File: src/rtl/uart_tx_arbiter.sv
// ============================================================================
//  Module      : uart_tx_arbiter
//  Description : Round-robin sharing of one 8N1 UART transmitter between
//                NUM_REQ byte producers, with start/busy/done/gap sequencing.
//  Revision    : 1.0 - initial release
// ============================================================================
`default_nettype none

module uart_tx_arbiter #(
    parameter int NUM_REQ      = 4,
    parameter int GAP_CYCLES   = 16,
    parameter int BUSY_TIMEOUT = 2048
) (
    input  logic                   clk,
    input  logic                   rst_n,
    input  logic [NUM_REQ-1:0]     req_valid,
    input  logic [8*NUM_REQ-1:0]   req_data,
    output logic [NUM_REQ-1:0]     req_ready,
    output logic [7:0]             tx_byte,
    output logic                   tx_start,
    input  logic                   tx_busy,
    output logic [2:0]             grant_id,
    output logic                   active,
    output logic                   err_timeout
);

    localparam int CNT_LIM = (BUSY_TIMEOUT > GAP_CYCLES) ? BUSY_TIMEOUT : GAP_CYCLES;
    localparam int CNT_W   = (CNT_LIM < 2) ? 1 : $clog2(CNT_LIM);
    localparam int IDX_W   = $clog2(NUM_REQ);

    localparam logic [CNT_W-1:0] c_busy_last = CNT_W'(BUSY_TIMEOUT - 1);
    localparam logic [CNT_W-1:0] c_gap_last  = CNT_W'((GAP_CYCLES > 0) ? GAP_CYCLES - 1 : 0);
    localparam logic [2:0]       c_ptr_rst   = 3'(NUM_REQ - 1);

    typedef enum logic [2:0] {
        S_IDLE      = 3'd0,
        S_START     = 3'd1,
        S_WAIT_BUSY = 3'd2,
        S_WAIT_DONE = 3'd3,
        S_GAP       = 3'd4
    } state_t;

    localparam state_t c_after_xfer = (GAP_CYCLES == 0) ? S_IDLE : S_GAP;

    state_t             r_state,  w_state_nxt;
    logic [NUM_REQ-1:0] r_ready,  w_ready_nxt;
    logic               r_start,  w_start_nxt;
    logic [7:0]         r_byte,   w_byte_nxt;
    logic [2:0]         r_ptr,    w_ptr_nxt;
    logic [CNT_W-1:0]   r_cnt,    w_cnt_nxt;
    logic               r_err,    w_err_nxt;
    logic               r_active;
    logic               w_found;
    logic [2:0]         w_winner;

    // Search starts one past the last winner so every requester gets a turn.
    always_comb begin
        logic [IDX_W-1:0] idx;
        w_found  = 1'b0;
        w_winner = '0;
        idx      = '0;
        for (int k = 1; k <= NUM_REQ; k++) begin
            idx = IDX_W'((int'(r_ptr) + k) % NUM_REQ);
            if (!w_found && req_valid[idx]) begin
                w_found  = 1'b1;
                w_winner = 3'(idx);
            end
        end
    end

    always_comb begin
        w_state_nxt = r_state;
        w_ready_nxt = '0;
        w_start_nxt = 1'b0;
        w_byte_nxt  = r_byte;
        w_ptr_nxt   = r_ptr;
        w_cnt_nxt   = r_cnt;
        w_err_nxt   = r_err;
        case (r_state)
            S_IDLE: begin
                w_cnt_nxt = '0;
                if (w_found && !tx_busy) begin
                    w_ready_nxt = NUM_REQ'(1) << w_winner;
                    w_byte_nxt  = req_data[8*w_winner +: 8];
                    w_ptr_nxt   = w_winner;
                    w_state_nxt = S_START;
                end
            end
            S_START: begin
                w_start_nxt = 1'b1;
                w_cnt_nxt   = '0;
                w_state_nxt = S_WAIT_BUSY;
            end
            S_WAIT_BUSY: begin
                if (tx_busy) begin
                    w_cnt_nxt   = '0;
                    w_state_nxt = S_WAIT_DONE;
                end else if (r_cnt == c_busy_last) begin
                    // Transmitter never answered: drop the byte, flag it, move on.
                    w_err_nxt   = 1'b1;
                    w_cnt_nxt   = '0;
                    w_state_nxt = c_after_xfer;
                end else begin
                    w_cnt_nxt = r_cnt + 1'b1;
                end
            end
            S_WAIT_DONE: begin
                if (!tx_busy) begin
                    w_cnt_nxt   = '0;
                    w_state_nxt = c_after_xfer;
                end
            end
            S_GAP: begin
                if (r_cnt == c_gap_last) begin
                    w_cnt_nxt   = '0;
                    w_state_nxt = S_IDLE;
                end else begin
                    w_cnt_nxt = r_cnt + 1'b1;
                end
            end
            default: begin
                w_cnt_nxt   = '0;
                w_state_nxt = S_IDLE;
            end
        endcase
    end

    always_ff @(posedge clk or negedge rst_n) begin
        if (!rst_n) begin
            r_state  <= S_IDLE;
            r_ready  <= '0;
            r_start  <= 1'b0;
            r_byte   <= '0;
            r_ptr    <= c_ptr_rst;
            r_cnt    <= '0;
            r_err    <= 1'b0;
            r_active <= 1'b0;
        end else begin
            r_state  <= w_state_nxt;
            r_ready  <= w_ready_nxt;
            r_start  <= w_start_nxt;
            r_byte   <= w_byte_nxt;
            r_ptr    <= w_ptr_nxt;
            r_cnt    <= w_cnt_nxt;
            r_err    <= w_err_nxt;
            r_active <= (w_state_nxt != S_IDLE);
        end
    end

    assign req_ready   = r_ready;
    assign tx_start    = r_start;
    assign tx_byte     = r_byte;
    assign grant_id    = r_ptr;
    assign active      = r_active;
    assign err_timeout = r_err;

endmodule

`default_nettype wire

File: config.mk
export PLATFORM = sky130hd
export DESIGN_NAME = uart_tx_arbiter
export DESIGN_NICKNAME = d
export VERILOG_FILES = /design/src/rtl/uart_tx_arbiter.sv
export SDC_FILE = /design/constraint.sdc
export NUM_CORES = 1
export LEC_CHECK = 0
export CAP_MARGIN = 20
export CORE_UTILIZATION = 42
export DETAILED_ROUTE_END_ITERATION = 8
export GPL_TIMING_DRIVEN = 0
export PLACE_DENSITY = 0.76
export SKIP_LAST_GASP = 1
export SYNTH_ARGS = -nofsm -noshare
export SYNTH_HDL_FRONTEND = slang
export SYNTH_SLANG_ARGS = --single-unit
File: constraint.sdc
create_clock -name clk -period 1.85 [get_ports clk]
set_input_delay 0.37 -clock clk [delete_from_list [all_inputs] [get_ports clk]]
set_output_delay 0.37 -clock clk [all_outputs]
set_load 0.1 [all_outputs]
==> summary.md <==
| Metric | Value |
|---|---|
| Crit Path Category | register to register |
| Fmax | 502.8 MHz |
| Post-synthesis simple-gate area fraction | 21.51% |
| Total core area | 4058 um2 |
| Routed WL per cell | 17.02 um |
| Cell taking the most area after synthesis | dfrtp_1 |
| Relative slew slack | 35.02% |
| M3 GR Usage | 6.419% |
| CTS Buffer Depth | 2 |
| Sink Count | 31 |
| Max Cap Violations | 0 |
| Adder-cell area share of the yosys netlist | 0.6940% |
| Inserted Clock Buffers | 5 |
| Min-Delay Path Class | primary input to async pin |
| Vias | 1882 |
| DRT Wirelength | 5.462 mm |
| Layout cells sized above 1 | 32.10% |
| I/O Buffers | 54 |
| Lkg Pwr | 1.266 nW |
| Dpl cells | 293 |
| Synth Area in Compound Gates | 30.05% |
| Final setup vio count | 11 |
| Met2 Use GR | 41.58% |
| Seq/Total Area, Yosys | 43.16% |
| Die Width | 67.52 um |
| CTS H-Tree Depth | 2 |
| Post-Synth XOR/XNOR Area | 0.9715% |
| Worst Skew | 0.01114 ns |
| DP Worst Slack | -0.6187 ns |
| Largest net degree at the start of global routing | 32 |
| Setup slack after layout | -0.1389 ns |
| Peak VDD IR | 797.0 uV |
| Die Ht | 67.52 um |
| Remaining DRCs | 0 |
| Starting DRT DRC Count | 101 |
| Vias in the first global route | 1765 |
| First-pass GRT wire length | 8.204 mm |
| Post-DRT Antenna Nets | 0 |
| Fin. Hold Viols | 0 |
| Overall Global Routing Usage | 24.42% |
| Post-synthesis cell count | 189 |
| Arrival time worst endpoint | 2.17 ns |
| Post-synth ARST share | 100.0% |
| Cts hold-fix bufs | 0 |
| Distinct cells, synth | 49 |
| Die area | 4559 um2 |
| # diodes | 0 |
| Outcome | finished, violations left |
| Mux share of post-synthesis cell area | 0% |
| Final hold slack | 0.1120 ns |
| Synthesized area per cell | 9.540 um2 |
| Largest cells by area after synthesis | dfrtp_1, a32o_1, a211o_1 |
| Total gr overflow | 0 |
| Layout fillers | 313 |
| Cell Pwr Density | 1532 nW/um2 |
| Failing checks | negative setup slack |
| Synth cell count leaders | dfrtp_1, nand2_1, o21ai_0 |
| M1 GR Usage | 27.91% |
| Initial Util | 44.43% |
| Syn nets | 229 |
| Final Non-Filler Cells | 321 |
| Synthesis-stage register bit count | 31 |
| Post-synth top flop | dfrtp_1 |
| Largest family of logic cells by synthesized area | compound AO/OA/AOI/OAI gates |
| Clock transition at path regs | 0.07 ns |
| CP max FO | 5 |
| Worst EP required | 2.03 ns |
| Synthesized cell area | 1803 um2 |
| Initial antenna violation count | 0 |
| Layout Nets | 310 |
| Yosys warning count | 0 |
| Busiest grt layer | met2 |
| IO Count | 57 |
| Clock root cell | clkbuf_8 |
| Final GP Congestion | 0.8158 |
| CTS tree | built |
| Slew @ Worst Pin | 0.9785 ns |
| Worst-Skew Late Latency | 0.29 ns |
| Vias per inst | 5.863 |
| Pre-Repair DR Iteration Count | 4 |
| Crit end category | register |
| EDFF count, synth | 0 |
| Most common cell in the netlist | dfrtp_1 |
| RSZ-0062 raised after global routing | true |
| Min Tclk post-route | 1.989 ns |
| Hpwl dp | 3.254 mm |
| Yosys top cell area share | 40.25% |
| Cell Rows | 23 |
| Area grow syn2layout | 58.57% |
| Final worst-path cycle share | 107.5% |
| Slew Limit Fails | 0 |
| Startpoint Class | register |
final timing paths:
path / slack [ns] / start / cells after the start / end
setup reg to reg: -0.14 / r_cnt[10] / 6 / r_cnt[7]
hold reg to reg: 0.47 / err_timeout / 1 / err_timeout
setup / recovery: -0.14 / r_cnt[10] / 6 / r_cnt[7]
min in group clk: 0.47 / err_timeout / 1 / err_timeout
hold / removal: 0.11 / rst_n / 1 / tx_byte[2]
max in group asynchronous: 1.24 / rst_n / 1 / r_state[0]
cell type report:
cell class / count / area, um2 / share of cell area (%)
Clock inverter: 2 / 35.03 / 1.225
Buffer: 7 / 77.57 / 2.713
Sequential cell: 31 / 790.8 / 27.66
Inverter: 1 / 3.754 / 0.1313
Timing Repair Buffer: 77 / 656.9 / 22.98
Tap cell: 50 / 62.56 / 2.188
Clock buffer: 6 / 82.58 / 2.888
Multi-Input combinational cell: 147 / 1150 / 40.22
sequential cells by signal (all words and copies together) (netlist names):
| name | cells |
|---|---|
| active | 1 |
| tx_byte | 8 |
| r_state | 3 |
| r_cnt | 11 |
| tx_start | 1 |
| grant_id | 2 |
| err_timeout | 1 |
| req_ready | 4 |
layer usage:
| layer | share of wire [%] | up-vias |
|---|---|---|
| li1 | - | 894 |
| met1 | 41 | 900 |
| met2 | 50 | 73 |
| met3 | 6.8 | 15 |
| met4 | 2.2 | 0 |
| met5 | 0 | - |
per-stage QoR:
stage | instance area, um2 | TNS, ns | util (%) | power (mW)
after CTS | 2780 | -0.6083 | 68.52 | 4.221
final | 2859 | -0.9149 | 70.46 | 4.379
after detailed placement | 2490 | -8.192 | 61.36 | 3.387
after floorplan | 1892 | -0.8975 | - | 2.840
after global routing | 2859 | -1.445 | 70.46 | 4.590
after global placement | 2495 | -13.63 | 61.49 | 3.365
placed cells by master, fill, tap and decap left out, types with 5 or more instances in the layout:
cell type	count
clkbuf_8	7
clkdlybuf4s50_1	32
clkbuf_2	11
a21oi_1	5
dfrtp_1	25
a21boi_0	6
a32o_1	8
nand2b_1	5
o31ai_1	8
buf_4	21
buf_6	5
nor2_1	8
nand4_1	9
nand2_1	15
nand3_1	5
a211o_1	8
timing repair:
| item | in CTS | in global routing |
|---|---|---|
| pin swaps | 10 | 8 |
| gates resized for setup | 59 | 38 |
| endpoints found under the setup margin | 41 | 33 |
| cloned | 3 | 0 |
| buffers inserted | 9 | 13 |
report_power, final:
group	leakage [nW]	internal, mW	switching [mW]
combinational	0.804	0.907	1.75
clock	0.0612	0.436	0.262
sequential	0.401	0.887	0.138
total	1.27	2.23	2.15
critical path, stage by stage (launching register included):
cell and delay (ns):
dfrtp_1 0.40, or4_4 0.55, o311ai_4 0.36, buf_4 0.19, a22o_4 0.15, o21ai_2 0.06
a21o_1 0.17
kinds of logic after synthesis:
kind of cell	Yosys count
compound gates	71
flops	31
other cells	1
buf+inv	13
xor+xnor	2
simple gates	70
fa+ha+maj	1
No activity file was read; power rests on OpenSTA's default activity.
